### config.mk
export PLATFORM = sky130hd
export DESIGN_NAME = trap_sequencer
export DESIGN_NICKNAME = d
export VERILOG_FILES = /design/src/rtl/trap_sequencer_pkg.sv /design/src/rtl/irq_priority_encoder.sv /design/src/rtl/trap_sequencer.sv
export SDC_FILE = /design/constraint.sdc
export NUM_CORES = 1
export LEC_CHECK = 0
export CORE_ASPECT_RATIO = 1.5
export CORE_MARGIN = 1.5
export CORE_UTILIZATION = 35
export CTS_CLUSTER_SIZE = 14
export DETAILED_ROUTE_END_ITERATION = 10
export GPL_TIMING_DRIVEN = 0
export PLACE_DENSITY = 0.68
export SYNTH_ARGS = -nofsm -noshare
export SYNTH_HDL_FRONTEND = slang
export SYNTH_SLANG_ARGS = --single-unit
### constraint.sdc
create_clock -name clk -period 2.5 [get_ports clk]
set_input_delay 0.25 -clock clk [delete_from_list [all_inputs] [get_ports clk]]
set_output_delay 0.25 -clock clk [all_outputs]
set_load 0.005 [all_outputs]
### src/rtl/trap_sequencer_pkg.sv
// Shared definitions for the trap sequencer: FSM states, interrupt bit map,
// privilege and flush encodings, and the interrupt takeability rule.
package csr_defs;

   typedef enum logic [1:0] {
      ST_IDLE     = 2'd0,
      ST_FLUSH    = 2'd1,
      ST_COMMIT   = 2'd2,
      ST_REDIRECT = 2'd3
   } state_e;

   localparam int IRQ_SSI = 1;
   localparam int IRQ_MSI = 3;
   localparam int IRQ_STI = 5;
   localparam int IRQ_MTI = 7;
   localparam int IRQ_SEI = 9;
   localparam int IRQ_MEI = 11;
   localparam int IRQ_NUM = 6;

   // Highest priority first
   localparam logic [3:0] IRQ_ORDER [IRQ_NUM] = '{
      4'(IRQ_MEI), 4'(IRQ_MSI), 4'(IRQ_MTI), 4'(IRQ_SEI), 4'(IRQ_SSI), 4'(IRQ_STI)
   };

   localparam logic [1:0] PRIV_U = 2'b00;
   localparam logic [1:0] PRIV_S = 2'b01;
   localparam logic [1:0] PRIV_M = 2'b11;

   localparam logic [1:0] FLUSH_NONE = 2'b00;
   localparam logic [1:0] FLUSH_ALL  = 2'b11;

   // Delegated interrupts can never preempt M-mode.
   function automatic logic irq_takeable(input logic deleg, input logic [1:0] priv,
                                         input logic mie, input logic sie);
      if (deleg)
         return (priv == PRIV_U) || ((priv == PRIV_S) && sie);
      else
         return (priv != PRIV_M) || mie;
   endfunction

endpackage

### src/rtl/irq_priority_encoder.sv
// Picks the highest-priority pending, enabled and takeable interrupt and
// reports its cause and whether it is handled in S-mode.
module irq_priority_encoder
   import csr_defs::*;
(
   input  logic [11:0] i_pending,
   input  logic [11:0] i_enable,
   input  logic [11:0] i_deleg,
   input  logic [1:0]  i_priv,
   input  logic        i_mie,
   input  logic        i_sie,
   output logic        o_valid,
   output logic [4:0]  o_cause,
   output logic        o_to_s
);

   logic [11:0] w_cand;

   assign w_cand = i_pending & i_enable;

   // Walk from lowest to highest priority so the last hit wins.
   always_comb begin
      o_valid = 1'b0;
      o_cause = 5'd0;
      o_to_s  = 1'b0;
      for (int k = IRQ_NUM - 1; k >= 0; k--) begin
         if (w_cand[IRQ_ORDER[k]] &&
             irq_takeable(i_deleg[IRQ_ORDER[k]], i_priv, i_mie, i_sie)) begin
            o_valid = 1'b1;
            o_cause = {1'b0, IRQ_ORDER[k]};
            o_to_s  = i_deleg[IRQ_ORDER[k]];
         end
      end
   end

endmodule

### src/rtl/trap_sequencer.sv
// WB-boundary trap/xRET arbiter: captures one winner, flushes, commits once to
// the CSR file, then stalls until fetch acknowledges the redirect.
module trap_sequencer
   import csr_defs::*;
#(
   parameter int FLUSH_CYCLES     = 2,
   parameter int REDIRECT_TIMEOUT = 15
) (
   input  logic        clk,
   input  logic        rst,
   input  logic        exc_valid,
   input  logic [4:0]  exc_cause,
   input  logic [31:0] exc_pc,
   input  logic [31:0] exc_tval,
   input  logic        xret_valid,
   input  logic        xret_is_mret,
   input  logic        inst_retire,
   input  logic [31:0] wb_pc,
   input  logic [11:0] irq_pending,
   input  logic [11:0] irq_enable,
   input  logic [11:0] mideleg,
   input  logic [15:0] medeleg,
   input  logic        mstatus_mie,
   input  logic        mstatus_sie,
   input  logic [1:0]  priv,
   input  logic        redirect_ack,
   output logic [1:0]  flush,
   output logic        stall,
   output logic        trap_take,
   output logic        trap_is_irq,
   output logic        trap_to_s,
   output logic [4:0]  trap_cause,
   output logic [31:0] trap_epc,
   output logic [31:0] trap_tval,
   output logic        xret_take,
   output logic        xret_mret,
   output logic        busy,
   output logic        timeout_err
);

   localparam logic [2:0] CNT_LOAD = 3'(FLUSH_CYCLES - 1);
   localparam logic [7:0] TMO_LAST = 8'(REDIRECT_TIMEOUT - 1);

   state_e      r_state, w_state_nxt;
   logic [2:0]  r_cnt;
   logic [7:0]  r_tmo;
   logic        r_is_xret, r_is_irq, r_to_s, r_mret, r_timeout_err;
   logic [4:0]  r_cause;
   logic [31:0] r_epc, r_tval;

   logic        w_irq_valid, w_irq_to_s, w_exc_to_s;
   logic [4:0]  w_irq_cause;
   logic        w_cap_exc, w_cap_xret, w_cap_irq, w_tmo_hit;

   irq_priority_encoder u_irq_enc (
      .i_pending (irq_pending),
      .i_enable  (irq_enable),
      .i_deleg   (mideleg),
      .i_priv    (priv),
      .i_mie     (mstatus_mie),
      .i_sie     (mstatus_sie),
      .o_valid   (w_irq_valid),
      .o_cause   (w_irq_cause),
      .o_to_s    (w_irq_to_s)
   );

   // Causes >= 16 have no medeleg bit and always trap to M.
   assign w_exc_to_s = !exc_cause[4] && medeleg[exc_cause[3:0]] && (priv != PRIV_M);

   always_ff @(posedge clk or negedge rst) begin
      if (!rst) r_state <= ST_IDLE;
      else      r_state <= w_state_nxt;
   end

   always_comb begin
      w_state_nxt = r_state;
      w_cap_exc   = 1'b0;
      w_cap_xret  = 1'b0;
      w_cap_irq   = 1'b0;
      w_tmo_hit   = 1'b0;
      flush       = FLUSH_NONE;
      stall       = 1'b1;
      busy        = 1'b1;
      trap_take   = 1'b0;
      xret_take   = 1'b0;
      case (r_state)
         ST_IDLE: begin
            stall = 1'b0;
            busy  = 1'b0;
            if (exc_valid) begin
               w_cap_exc   = 1'b1;
               w_state_nxt = ST_FLUSH;
            end else if (xret_valid) begin
               w_cap_xret  = 1'b1;
               w_state_nxt = ST_FLUSH;
            end else if (inst_retire && w_irq_valid) begin
               w_cap_irq   = 1'b1;
               w_state_nxt = ST_FLUSH;
            end
         end
         ST_FLUSH: begin
            flush = FLUSH_ALL;
            if (r_cnt == 3'd0) w_state_nxt = ST_COMMIT;
         end
         ST_COMMIT: begin
            trap_take   = !r_is_xret;
            xret_take   = r_is_xret;
            w_state_nxt = ST_REDIRECT;
         end
         ST_REDIRECT: begin
            if (redirect_ack) begin
               w_state_nxt = ST_IDLE;
            end else if (r_tmo == TMO_LAST) begin
               w_tmo_hit   = 1'b1;
               w_state_nxt = ST_IDLE;
            end
         end
         default: w_state_nxt = ST_IDLE;
      endcase
   end

   always_ff @(posedge clk or negedge rst) begin
      if (!rst) begin
         r_cnt         <= 3'd0;
         r_tmo         <= 8'd0;
         r_is_xret     <= 1'b0;
         r_is_irq      <= 1'b0;
         r_to_s        <= 1'b0;
         r_mret        <= 1'b0;
         r_timeout_err <= 1'b0;
         r_cause       <= 5'd0;
         r_epc         <= 32'd0;
         r_tval        <= 32'd0;
      end else begin
         if (r_state != ST_FLUSH)  r_cnt <= CNT_LOAD;
         else if (r_cnt != 3'd0)   r_cnt <= r_cnt - 3'd1;
         if (r_state != ST_REDIRECT) r_tmo <= 8'd0;
         else                        r_tmo <= r_tmo + 8'd1;
         if (w_tmo_hit) r_timeout_err <= 1'b1;
         if (w_cap_exc) begin
            r_is_xret <= 1'b0;
            r_is_irq  <= 1'b0;
            r_to_s    <= w_exc_to_s;
            r_cause   <= exc_cause;
            r_epc     <= exc_pc;
            r_tval    <= exc_tval;
         end
         if (w_cap_irq) begin
            r_is_xret <= 1'b0;
            r_is_irq  <= 1'b1;
            r_to_s    <= w_irq_to_s;
            r_cause   <= w_irq_cause;
            r_epc     <= wb_pc + 32'd4;
            r_tval    <= 32'd0;
         end
         if (w_cap_xret) begin
            r_is_xret <= 1'b1;
            r_mret    <= xret_is_mret;
         end
      end
   end

   assign trap_is_irq = r_is_irq;
   assign trap_to_s   = r_to_s;
   assign trap_cause  = r_cause;
   assign trap_epc    = r_epc;
   assign trap_tval   = r_tval;
   assign xret_mret   = r_mret;
   assign timeout_err = r_timeout_err;

endmodule

==> out/qor.yml, run 1 <==
yosys:
  synthMuxAreaShare_pct: 4.26
  synth_simple_gate_area_share_pct: 22.1
  synthAdderAreaFrac_pct: 2.26
  async_flop_share_pct: 100
  synth_edf_count: 0
  synth_compound_area_share_pct: 17.5
  yosys_most_used_dff: "dfrtp_1"
  syn_avg_cell_area_um2: 9.36
  ys_types: 53
  seq_area_frac_synth_pct: 43.7
  ys_seq_elements: 87
  synth_top_family_by_area: "simple AND/OR/NAND/NOR gates"
  synth_fp_nets: 706
  yosys_warnings: 0
  mappedNetlistArea_um2: 4990
  synth_cells: 533
  synth_xor_area_share_pct: 6.15
routing:
  routed_wl_um: 17400
  drt_iter0_drc: 227
  wl_per_cell_um: 18.0
  vias_per_cell: 5.23
  drtPass1Iterations: 6
  antenna_left: 0
  vias: 5051
  drc: 0
critical_path:
  crit_path_start: "r_state[0]$_DFFE_PN0P_"
  cp-endpoint: "trap_tval[23]$_DFFE_PN0P_"
  rr_worst_depth: 8
  ff2ff_setup_slack_ns: 0.19
  worstSetupPathType: "reg -> reg"
  rr_endpoint: "trap_tval[23]$_DFFE_PN0P_"
  path_max_fanout: 10
  cp.arrival_ns: 2.53
  end_kind: "register"
  start_kind: "register"
  r2r_start: "r_state[0]$_DFFE_PN0P_"
  required_ns: 2.72
clock_tree:
  cts_tree: "done"
  numCtsBuffers: 9
  cts.sinks: 87
  cts-root-buf: "clkbuf_16"
  clk_path_buf_depth: 2
  clk_latency_ns: 0.34
  htreeDepth: 3
  clk_pin_slew_ns: 0.07
layout:
  drive_above_1_share_pct: 8.28
  nNetsFinal: 941
  mostFrequentLayoutCell: "clkdlybuf4s50_1"
  instances_no_fill: 965
  antenna_cells: 0
  area_growth_syn_to_layout_pct: 56.6
  fillers: 1280
  final_cell_mix: "clkdlybuf4s50_1 (221), nand2_1 (97), dfrtp_1 (87)"
floorplan:
  ios: 243
  die_area_um2: 15000
  start_util_pct: 35.6
  row_count: 53
  dieWidth_um: 100
  die_h_um: 149
  core_um2: 14000
placement:
  gp_congestion: 0.900
  dp_hpwl_um: 13800
  port_buffers: 222
  dp_cells: 948
timing:
  post-route-period-util_pct: 92.5
  finalSetupTns_ns: 0
  fmax_mhz: 433
  finalSetupViolCount: 0
  fin_crit_ns: 2.31
  worst_slew_pin_slew_ns: 0.703
  rsz0062_at_grt: "no"
  slew_headroom_pct: 52.9
  fin_skew_ns: 0.0130
  hold_viol: 0
  final_max_slew_viol_count: 0
global_routing:
  antenna_found_initial: 0
  track_usage_pct: 23.3
  grt_pass1_vias: 5410
  grt_overflow: 0
  grt_start_max_net_pins: 57
  grt_pass1_wl_um: 27000
min_path:
  hold_class: "in -> reg"
power:
  p_per_area_nw_per_um2: 900
  power_mw: 7.03
  ir_drop_mv: 0.514
  leakagePower_nw: 3.29
run_status:
  run_status: "finished, final reports clean"
flow_run:
  cap_viol_max_count: 0
power breakdown:
group | total (mW) | internal, mW | switching, mW
sequential | 2.34 | 2.00 | 0.343
combinational | 3.26 | 1.91 | 1.35
clock | 1.43 | 0.818 | 0.608
stage by stage:
stage               worst slack, ns  hold slack [ns]  utilization, %  instance area [um2]
floorplan                     0.442          -0.0456               -                 4990
global placement              -2.15            0.461            53.2                 7450
detailed placement          -0.0822            0.256            53.4                 7470
CTS                          0.0248            0.364            55.7                 7800
global route                 0.0491            0.402            55.8                 7810
finish                        0.188            0.388            55.8                 7810
kinds of logic after synthesis:
logic type | after synthesis
buf+inv | 43
simple gates | 216
flops | 87
fa+ha+maj | 9
xor+xnor | 35
mux | 16
compound gates | 127
sequential cells by signal, indices dropped and copies added (netlist names):
signal,count
trap_tval,32
timeout_err,1
r_is_xret,1
trap_to_s,1
r_cnt,3
trap_is_irq,1
trap_epc,32
r_tmo,8
trap_cause,5
r_state,2
xret_mret,1
worst max-delay path: stages (launching register included):
cell and delay [ns]:
dfrtp_1 0.42, inv_1 0.10, ha_1 0.28, nor3b_2 0.31, and2_1 0.22, o41a_1 0.22, buf_2 0.31, buf_2 0.28
a21oi_1 0.07
layer usage:
metal	GRT usage (%)	routed length (um)
met5	0	0
met1	23.8	6110
met3	5.95	1150
met4	12.5	779
met2	42.9	9340
worst min path at each step:
| stage | startpoint | to | slack, ns | depth (start not counted) |
|---|---|---|---|---|
| after floorplan | rst | r_cnt[0]$_DFFE_PN0P_ | -0.05 | 0 |
| after global routing | priv[1] | trap_to_s$_DFFE_PN0P_ | 0.40 | 4 |
| after global placement | timeout_err$_DFFE_PN0P_ | timeout_err$_DFFE_PN0P_ | 0.46 | 1 |
| final | priv[1] | trap_to_s$_DFFE_PN0P_ | 0.39 | 4 |
| after CTS | priv[1] | trap_to_s$_DFFE_PN0P_ | 0.36 | 4 |
| after detailed placement | rst | trap_epc[21]$_DFFE_PN0P_ | 0.26 | 1 |
what timing repair did:
item | 4_1_cts | 5_1_grt
endpoints found under the setup margin | 0 | 51
resized for setup | 0 | 9
buffers inserted | 0 | 0
hold buffers | 1 | 0
hold endpoints to repair | 31 | 0
synthesized netlist by cell type (3+ instances only):
master | instances | area share, %
a211oi_1 | 7 | 1.1
buf_1 | 3 | 0.23
o21ai_0 | 16 | 1.6
buf_2 | 7 | 0.70
nand2_1 | 97 | 7.3
and3_1 | 14 | 1.8
nand3_1 | 22 | 2.2
a21oi_1 | 57 | 5.7
buf_6 | 3 | 0.68
nor2b_1 | 5 | 0.63
inv_1 | 11 | 0.83
a221o_1 | 4 | 0.80
mux2i_1 | 10 | 2.0
and3b_1 | 3 | 0.53
xnor2_1 | 10 | 1.8
mux4_2 | 4 | 1.8
xor2_1 | 25 | 4.4
nand4_1 | 10 | 1.3
a211oi_2 | 15 | 3.8
and4_1 | 6 | 1.1
clkbuf_1 | 15 | 1.1
nor2_1 | 9 | 0.68
a31oi_1 | 4 | 0.50
and2_1 | 31 | 3.9
ha_1 | 9 | 2.3
a22oi_1 | 6 | 0.90
dfrtp_1 | 87 | 44
nand3b_1 | 7 | 1.1
cell type report:
| type | instances | area (um2) | area share, % |
|---|---|---|---|
| Buffer | 32 | 168 | 2.15 |
| Clock buffer | 10 | 239 | 3.06 |
| Clock inverter | 6 | 76.3 | 0.977 |
| Inverter | 11 | 41.3 | 0.529 |
| Multi-Input combinational cell | 403 | 2610 | 33.4 |
| Sequential cell | 87 | 2180 | 27.9 |
| Tap cell | 192 | 240 | 3.08 |
| Timing Repair Buffer | 224 | 2260 | 28.9 |
Note: power is estimated with default switching activity, not from simulation.
==> run 2: changes to the inputs <==
--- a/config.mk
+++ b/config.mk
@@ -5,13 +5,15 @@
 export SDC_FILE = /design/constraint.sdc
 export NUM_CORES = 1
 export LEC_CHECK = 0
+export ABC_AREA = 1
 export CORE_ASPECT_RATIO = 1.5
 export CORE_MARGIN = 1.5
 export CORE_UTILIZATION = 35
 export CTS_CLUSTER_SIZE = 14
 export DETAILED_ROUTE_END_ITERATION = 10
 export GPL_TIMING_DRIVEN = 0
-export PLACE_DENSITY = 0.68
+export PLACE_DENSITY = 0.66
+export SLEW_MARGIN = 20
 export SYNTH_ARGS = -nofsm -noshare
 export SYNTH_HDL_FRONTEND = slang
 export SYNTH_SLANG_ARGS = --single-unit
==> constraint.sdc (replaced) <==
create_clock -name clk -period 2.7 [get_ports clk]
set_input_delay 0.27 -clock clk [delete_from_list [all_inputs] [get_ports clk]]
set_output_delay 0.27 -clock clk [all_outputs]
set_load 0.005 [all_outputs]
==> out/qor.yml, run 2 <==
critical_path:
  cp_slowest_stage_delay_ns: 0.63  # was 0.42 ns
  path_max_fanout: 10  # unchanged
  required_ns: 2.93  # was 2.72 ns
  crit_top_cell: "nand2_1"  # was buf_2
  worstSetupPathType: "reg -> reg"  # unchanged
  end_kind: "register"  # unchanged
  cp.arrival_ns: 2.72  # was 2.53 ns
  start_kind: "register"  # unchanged
  crit_chain: "inv_1 -> ha_1 -> inv_1 -> nor3_2 -> nand3_2 -> nand2_1 -> clkinv_2 -> buf_6 -> nand2_1 -> nand2_1"  # was inv_1 -> ha_1 -> nor3b_2 -> and2_1 -> o41a_1 -> buf_2 -> buf_2 -> a21oi_1
  critPathSlowestCell: "nor3_2"  # was dfrtp_1
  cpLargestDelayFamily: "simple AND/OR/NAND/NOR gates"  # was buffers and inverters
  crit_buf_inv: 4  # was 3
floorplan:
  die_h_um: 155  # was 149 um
  start_util_pct: 35.9  # was 35.6%
  ios: 243  # unchanged
  row_count: 55  # was 53
  dieWidth_um: 104  # was 100 um
  core_um2: 15100  # was 14000 um2
  die_area_um2: 16200  # was 15000 um2
global_routing:
  grt_start_max_net_pins: 63  # was 57
  antenna_found_initial: 1  # was 0
  grt_pass1_wl_um: 28600  # was 27000 um
  track_usage_pct: 22.5  # was 23.3%
  grt_pass1_vias: 5660  # was 5410
  grt_overflow: 0  # unchanged
yosys:
  yosys_warnings: 0  # unchanged
  synth_top_cells_by_count: "nand2_1 (234), inv_1 (108), dfrtp_1 (87)"  # was nand2_1 (97), dfrtp_1 (87), a21oi_1 (57)
  synth_edf_count: 0  # unchanged
  yosys_most_used_dff: "dfrtp_1"  # unchanged
  ys_seq_elements: 87  # unchanged
  synth.top_cells.by_area: "dfrtp_1 (40%), nand2_1 (16%), inv_1 (7.5%), o211ai_1 (4.7%), or2_2 (4.0%)"  # was dfrtp_1 (44%), nand2_1 (7.3%), a21oi_1 (5.7%), xor2_1 (4.4%), and2_1 (3.9%)
  seq_area_frac_synth_pct: 40.3  # was 43.7%
  synth.top_cell.area_share_pct: 40.3  # was 43.7%
  async_flop_share_pct: 100  # unchanged
  synth_fp_nets: 921  # was 706
  synth_cells: 748  # was 533
  ys_types: 35  # was 53
  synth.most_common_cell: "nand2_1"  # unchanged
  syn_avg_cell_area_um2: 7.23  # was 9.36 um2
  yosysTopAreaCell: "dfrtp_1"  # unchanged
  mappedNetlistArea_um2: 5410  # was 4990 um2
layout:
  multi_input_area_um2: 2640  # was 2610 um2
  regArea_um2: 2180  # unchanged
  instances_no_fill: 1188  # was 965
  drive_above_1_share_pct: 8.10  # was 8.28%
  final_cell_mix: "nand2_1 (234), clkdlybuf4s50_1 (221), inv_1 (108)"  # was clkdlybuf4s50_1 (221), nand2_1 (97), dfrtp_1 (87)
  area_growth_syn_to_layout_pct: 51.8  # was 56.6%
  nNetsFinal: 1156  # was 941
  design_area_um2: 8210  # was 7810 um2
  fillers: 1524  # was 1280
  mostFrequentLayoutCell: "nand2_1"  # was clkdlybuf4s50_1
timing:
  worst_slew_pin_slew_ns: 0.825  # was 0.703 ns
  final_max_slew_viol_count: 0  # unchanged
  finalSetupViolCount: 0  # unchanged
  post-route-period-util_pct: 92.1  # was 92.5%
  fin_skew_ns: 0.00680  # was 0.0130 ns
  rsz0062_at_grt: "no"  # unchanged
  fin_crit_ns: 2.49  # was 2.31 ns
  hold_viol: 0  # unchanged
  fmax_mhz: 402  # was 433 MHz
  slew_headroom_pct: 44.7  # was 52.9%
power:
  p_switching_mw: 2.24  # was 2.30 mW
  internal_power_mw: 4.30  # was 4.73 mW
  leakagePower_nw: 3.90  # was 3.29 nW
  pwr-share-seq_pct: 33.7  # was 33.3%
  ir_drop_mv: 0.365  # was 0.514 mV
  swShare_pct: 34.3  # was 32.8%
  combPwrFrac_pct: 47.6  # was 46.4%
  clock_power_share_pct: 18.8  # was 20.3%
  p_per_area_nw_per_um2: 797  # was 900 nW/um2
clock_tree:
  cts.sinks: 87  # unchanged
  htreeDepth: 3  # unchanged
  clk_path_buf_depth: 2  # unchanged
  clk_pin_slew_ns: 0.07  # about the same
  cts-root-buf: "clkbuf_16"  # unchanged
  numCtsBuffers: 9  # unchanged
  cts_tree: "done"  # unchanged
  clk_latency_ns: 0.34  # about the same
  ctsResizeCount: 0  # unchanged
routing:
  routed_wl_um: 17900  # was 17400 um
  vias: 5545  # was 5051
  vias_per_cell: 4.67  # was 5.23
  drtPass1Iterations: 4  # was 6
  drt_iter0_drc: 205  # was 227
  antenna_left: 0  # unchanged
  drc: 0  # unchanged
  wl_per_cell_um: 15.1  # was 18.0 um
flow_run:
  cap_viol_max_count: 0  # unchanged
placement:
  dp_cells: 1170  # was 948
  postPlaceCellArea_um2: 7910  # was 7470 um2
  port_buffers: 222  # unchanged
  gp_congestion: 0.945  # was 0.900
  dp_hpwl_um: 14200  # was 13800 um
run_status:
  run_status: "finished, final reports clean"  # unchanged
min_path:
  hold_class: "in -> async"  # was in -> reg
[run 2: changes by cell type after synthesis, moves of 7 or more]
| cell | previous run | this run |
|---|---|---|
| or2_2 | 0 | 35 |
| nand2_1 | 97 | 234 |
| a211oi_1 | 7 | 0 |
| mux2i_1 | 10 | 0 |
| nor3_1 | 2 | 23 |
| inv_1 | 11 | 108 |
| a21oi_1 | 57 | 10 |
| and2_1 | 31 | 0 |
| nand3_1 | 22 | 29 |
| and3_1 | 14 | 0 |
| nor2_1 | 9 | 54 |
| o21ai_0 | 16 | 29 |
| o211ai_1 | 0 | 34 |
| a211oi_2 | 15 | 0 |
[run 2: kinds of logic after synthesis]
logic type               Yosys count  synth area share [%]
adder cells (fa/ha/maj)            9                  2.08
multiplexers                       1                 0.208
AO/OA/AOI/OAI                     83                  9.37
XOR/XNOR                          23                  3.73
flip-flops                        87                  40.3
buffers and inverters            138                  10.9
AND/OR/NAND/NOR                  407                  33.4
[run 2: power by group through the flow]
stage	Clock (mW)	Sequential [mW]	Combinational, mW
finish	1.23	2.20	3.11
global route	1.31	2.28	3.46
CTS	1.27	2.20	3.16
detailed placement	0	2.22	3.15
global placement	0	2.21	3.12
floorplan	0	2.26	1.28
[run 2: worst register-to-register path, stage by stage (launching register included)]
cell and delay (ns):
dfrtp_1 0.42, inv_1 0.10, ha_1 0.19, inv_1 0.09, nor3_2 0.63, nand3_2 0.24
nand2_1 0.13, clkinv_2 0.24, buf_6 0.23, nand2_1 0.06, nand2_1 0.04
[run 2: path summary, 6_finish.rpt]
| path | from | cells past startpoint | slack [ns] | end |
|---|---|---|---|---|
| max | r_state[0]$_DFFE_PN0P_ | 10 | 0.21 | trap_epc[20]$_DFFE_PN0P_ |
| min | rst | 2 | 0.36 | trap_tval[24]$_DFFE_PN0P_ |
| max reg2reg | r_state[0]$_DFFE_PN0P_ | 10 | 0.21 | trap_epc[20]$_DFFE_PN0P_ |
| min reg2reg | trap_epc[19]$_DFFE_PN0P_ | 2 | 0.47 | trap_epc[19]$_DFFE_PN0P_ |
| max in group asynchronous | rst | 3 | 1.76 | trap_tval[5]$_DFFE_PN0P_ |
| min in group clk | inst_retire | 3 | 0.43 | trap_cause[2]$_DFFE_PN0P_ |
[run 2: through the flow]
stage | hold WS [ns] | setup slack (ns) | TNS [ns] | power, mW | utilization (%)
floorplan | -0.0256 | 0.848 | 0 | 3.53 | -
global placement | 0.440 | -2.01 | -174.43 | 5.33 | 52.3
detailed placement | 0.158 | 0.181 | 0 | 5.37 | 52.5
CTS | 0.359 | 0.181 | 0 | 6.63 | 54.4
global route | 0.375 | 0.00231 | 0 | 7.06 | 54.4
finish | 0.359 | 0.212 | 0 | 6.54 | 54.4
[run 2: layout make-up]
class | instances | share of cell area, %
multi-input cells | 523 | 32.2
repair buffers | 224 | 27.6
flip-flops and latches | 87 | 26.5
inverters | 111 | 5.09
well taps | 199 | 3.03
clock buffers | 9 | 2.74
plain buffers | 27 | 2.10
clock inverters | 7 | 0.747
diodes | 1 | 0.0305
[run 2: timing repair]
action,4_1_cts,5_1_grt
buffers inserted,0,0
hold buffers,1,0
hold endpoints to repair,25,0
[run 2: routing by layer]
layer	global-route usage [%]	part of all wire, %	vias to the layer above
li1	-	-	2838
met1	24.9	40	2494
met2	42.1	53	174
met3	3.64	3.8	39
met4	9.52	3.6	0
met5	0	0	-
==> run 3: changes to the inputs <==
--- a/config.mk
+++ b/config.mk
@@ -7,7 +7,6 @@
 export LEC_CHECK = 0
 export ABC_AREA = 1
 export CORE_ASPECT_RATIO = 1.5
-export CORE_MARGIN = 1.5
 export CORE_UTILIZATION = 35
 export CTS_CLUSTER_SIZE = 14
 export DETAILED_ROUTE_END_ITERATION = 10
==> out/qor.yml, run 3 (synthesis results as in run 2) <==
global_routing:
  grt_pass1_wl_um: 27500  # was 28600 um
  grt_start_max_net_pins: 63  # unchanged
  grt_pass1_vias: 5511  # was 5660
  grt_overflow: 0  # unchanged
  track_usage_pct: 23.0  # was 22.5%
  antenna_found_initial: 0  # was 1
run_status:
  run_status: "finished, final reports clean"  # unchanged
power:
  power_mw: 6.79  # was 6.54 mW
  leakagePower_nw: 3.93  # was 3.90 nW
  p_per_area_nw_per_um2: 822  # was 797 nW/um2
  ir_drop_mv: 0.335  # was 0.365 mV
critical_path:
  end_kind: "register"  # unchanged
  worstSetupPathType: "reg -> reg"  # unchanged
  required_ns: 2.93  # about the same
  r2r_start: "r_state[0]$_DFFE_PN0P_"  # unchanged
  start_kind: "register"  # unchanged
  ff2ff_setup_slack_ns: 0.36  # was 0.21 ns
  cp.arrival_ns: 2.57  # was 2.72 ns
  rr_endpoint: "trap_epc[11]$_DFFE_PN0P_"  # was trap_epc[20]$_DFFE_PN0P_
  rr_worst_depth: 9  # was 10
  path_max_fanout: 10  # unchanged
clock_tree:
  clk_path_buf_depth: 2  # unchanged
  cts_tree: "done"  # unchanged
  clk_latency_ns: 0.34  # about the same
  htreeDepth: 3  # unchanged
  cts-root-buf: "clkbuf_16"  # unchanged
  post-cts-setup-buffers: 0  # unchanged
  cts.sinks: 87  # unchanged
  clk_pin_slew_ns: 0.07  # about the same
  numCtsBuffers: 9  # unchanged
min_path:
  hold_class: "in -> async"  # unchanged
routing:
  vias: 5531  # was 5545
  drtPass1Iterations: 4  # unchanged
  drc: 0  # unchanged
  drt_iter0_drc: 177  # was 205
  antenna_left: 0  # unchanged
  wl_per_cell_um: 15.1  # about the same
  vias_per_cell: 4.66  # was 4.67
  routed_wl_um: 17900  # about the same
placement:
  port_buffers: 222  # unchanged
  dp_worst_setup_slack_ns: 0.156  # was 0.181 ns
  gp_congestion: 0.909  # was 0.945
  dp_hpwl_um: 14400  # was 14200 um
timing:
  rsz0062_at_grt: "no"  # unchanged
  worst_slew_pin_slew_ns: 0.600  # was 0.825 ns
  final_max_slew_viol_count: 0  # unchanged
  finalSetupTns_ns: 0  # unchanged
  hold_ws_ns: 0.353  # was 0.359 ns
  fmax_mhz: 427  # was 402 MHz
  fin_crit_ns: 2.34  # was 2.49 ns
  finalSetupViolCount: 0  # unchanged
  worst_slack_ns: 0.360  # was 0.212 ns
  fin_skew_ns: 0.00797  # was 0.00680 ns
  slew_headroom_pct: 60.0  # was 44.7%
  hold_viol: 0  # unchanged
  post-route-period-util_pct: 86.7  # was 92.1%
floorplan:
  row_count: 55  # unchanged
  ios: 243  # unchanged
  die_h_um: 154  # was 155 um
  die_area_um2: 16000  # was 16200 um2
  dieWidth_um: 103  # was 104 um
  core_um2: 15100  # unchanged
  start_util_pct: 35.9  # unchanged
layout:
  mostFrequentLayoutCell: "nand2_1"  # unchanged
  nNetsFinal: 1156  # unchanged
  antenna_cells: 0  # was 1
  area_growth_syn_to_layout_pct: 52.9  # was 51.8%
  drive_above_1_share_pct: 8.00  # was 8.10%
  final_cell_mix: "nand2_1 (234), clkdlybuf4s50_1 (221), inv_1 (108)"  # unchanged
flow_run:
  cap_viol_max_count: 0  # unchanged
run 3: cell type report:
class / count / area, um2
inverter: 111 / 418
tap: 199 / 249
fill: 1458 / 6810
buffer: 27 / 173
sequential: 87 / 2180
timing repair buffer: 224 / 2260
clock inverter: 6 / 118
multi-input combinational: 523 / 2650
clock buffer: 9 / 225
run 3: routing by layer:
layer | GRT usage [%] | vias to the layer above | wire length, um
met1 | 24.8 | 2501 | 6840
met4 | 9.26 | 0 | 507
met5 | 0 | - | 0
met3 | 3.71 | 31 | 971
met2 | 43.0 | 177 | 9570
li1 | - | 2822 | -
run 3: worst max-delay path: stages, from the launching register on:
cell      delay, ns
dfrtp_1        0.41
inv_1          0.08
ha_1           0.23
nand2_1        0.32
clkinv_1       0.42
clkbuf_1       0.37
nand2_1        0.12
nand2_1        0.05
o21ai_0        0.13
nand2_1        0.08
run 3: worst max-delay path by stage:
stage,start,end,cells past startpoint
2_1_floorplan,r_state[0]$_DFFE_PN0P_,trap_epc[20]$_DFFE_PN0P_,10
3_3_place_gp,rst,trap_epc[20]$_DFFE_PN0P_,1
3_5_place_dp,priv[0],trap_epc[11]$_DFFE_PN0P_,12
4_1_cts,r_state[0]$_DFFE_PN0P_,trap_epc[11]$_DFFE_PN0P_,8
5_1_grt,r_state[0]$_DFFE_PN0P_,trap_epc[11]$_DFFE_PN0P_,9
6_report,r_state[0]$_DFFE_PN0P_,trap_epc[11]$_DFFE_PN0P_,9
run 3: timing repair:
item                                    4_1_cts  5_1_grt
hold endpoints to repair                     25        0
gates resized for setup                       0        1
endpoints found under the setup margin        0        2
hold buffers                                  1        0
run 3: report_power, final:
group	switching (mW)	internal, mW	total (mW)
logic	1.37	1.76	3.13
registers	0.314	1.89	2.21
clock network	0.544	0.909	1.45
total	2.23	4.57	6.79
run 3: metrics by stage:
stage | area, um2 | utilization [%] | std cells
global placement | 7880 | 52.3 | 1169
CTS | 8260 | 54.8 | 1186
floorplan | 5410 | - | 748
detailed placement | 7910 | 52.5 | 1170
global route | 8270 | 54.8 | 1186
finish | 8270 | 54.8 | 1186
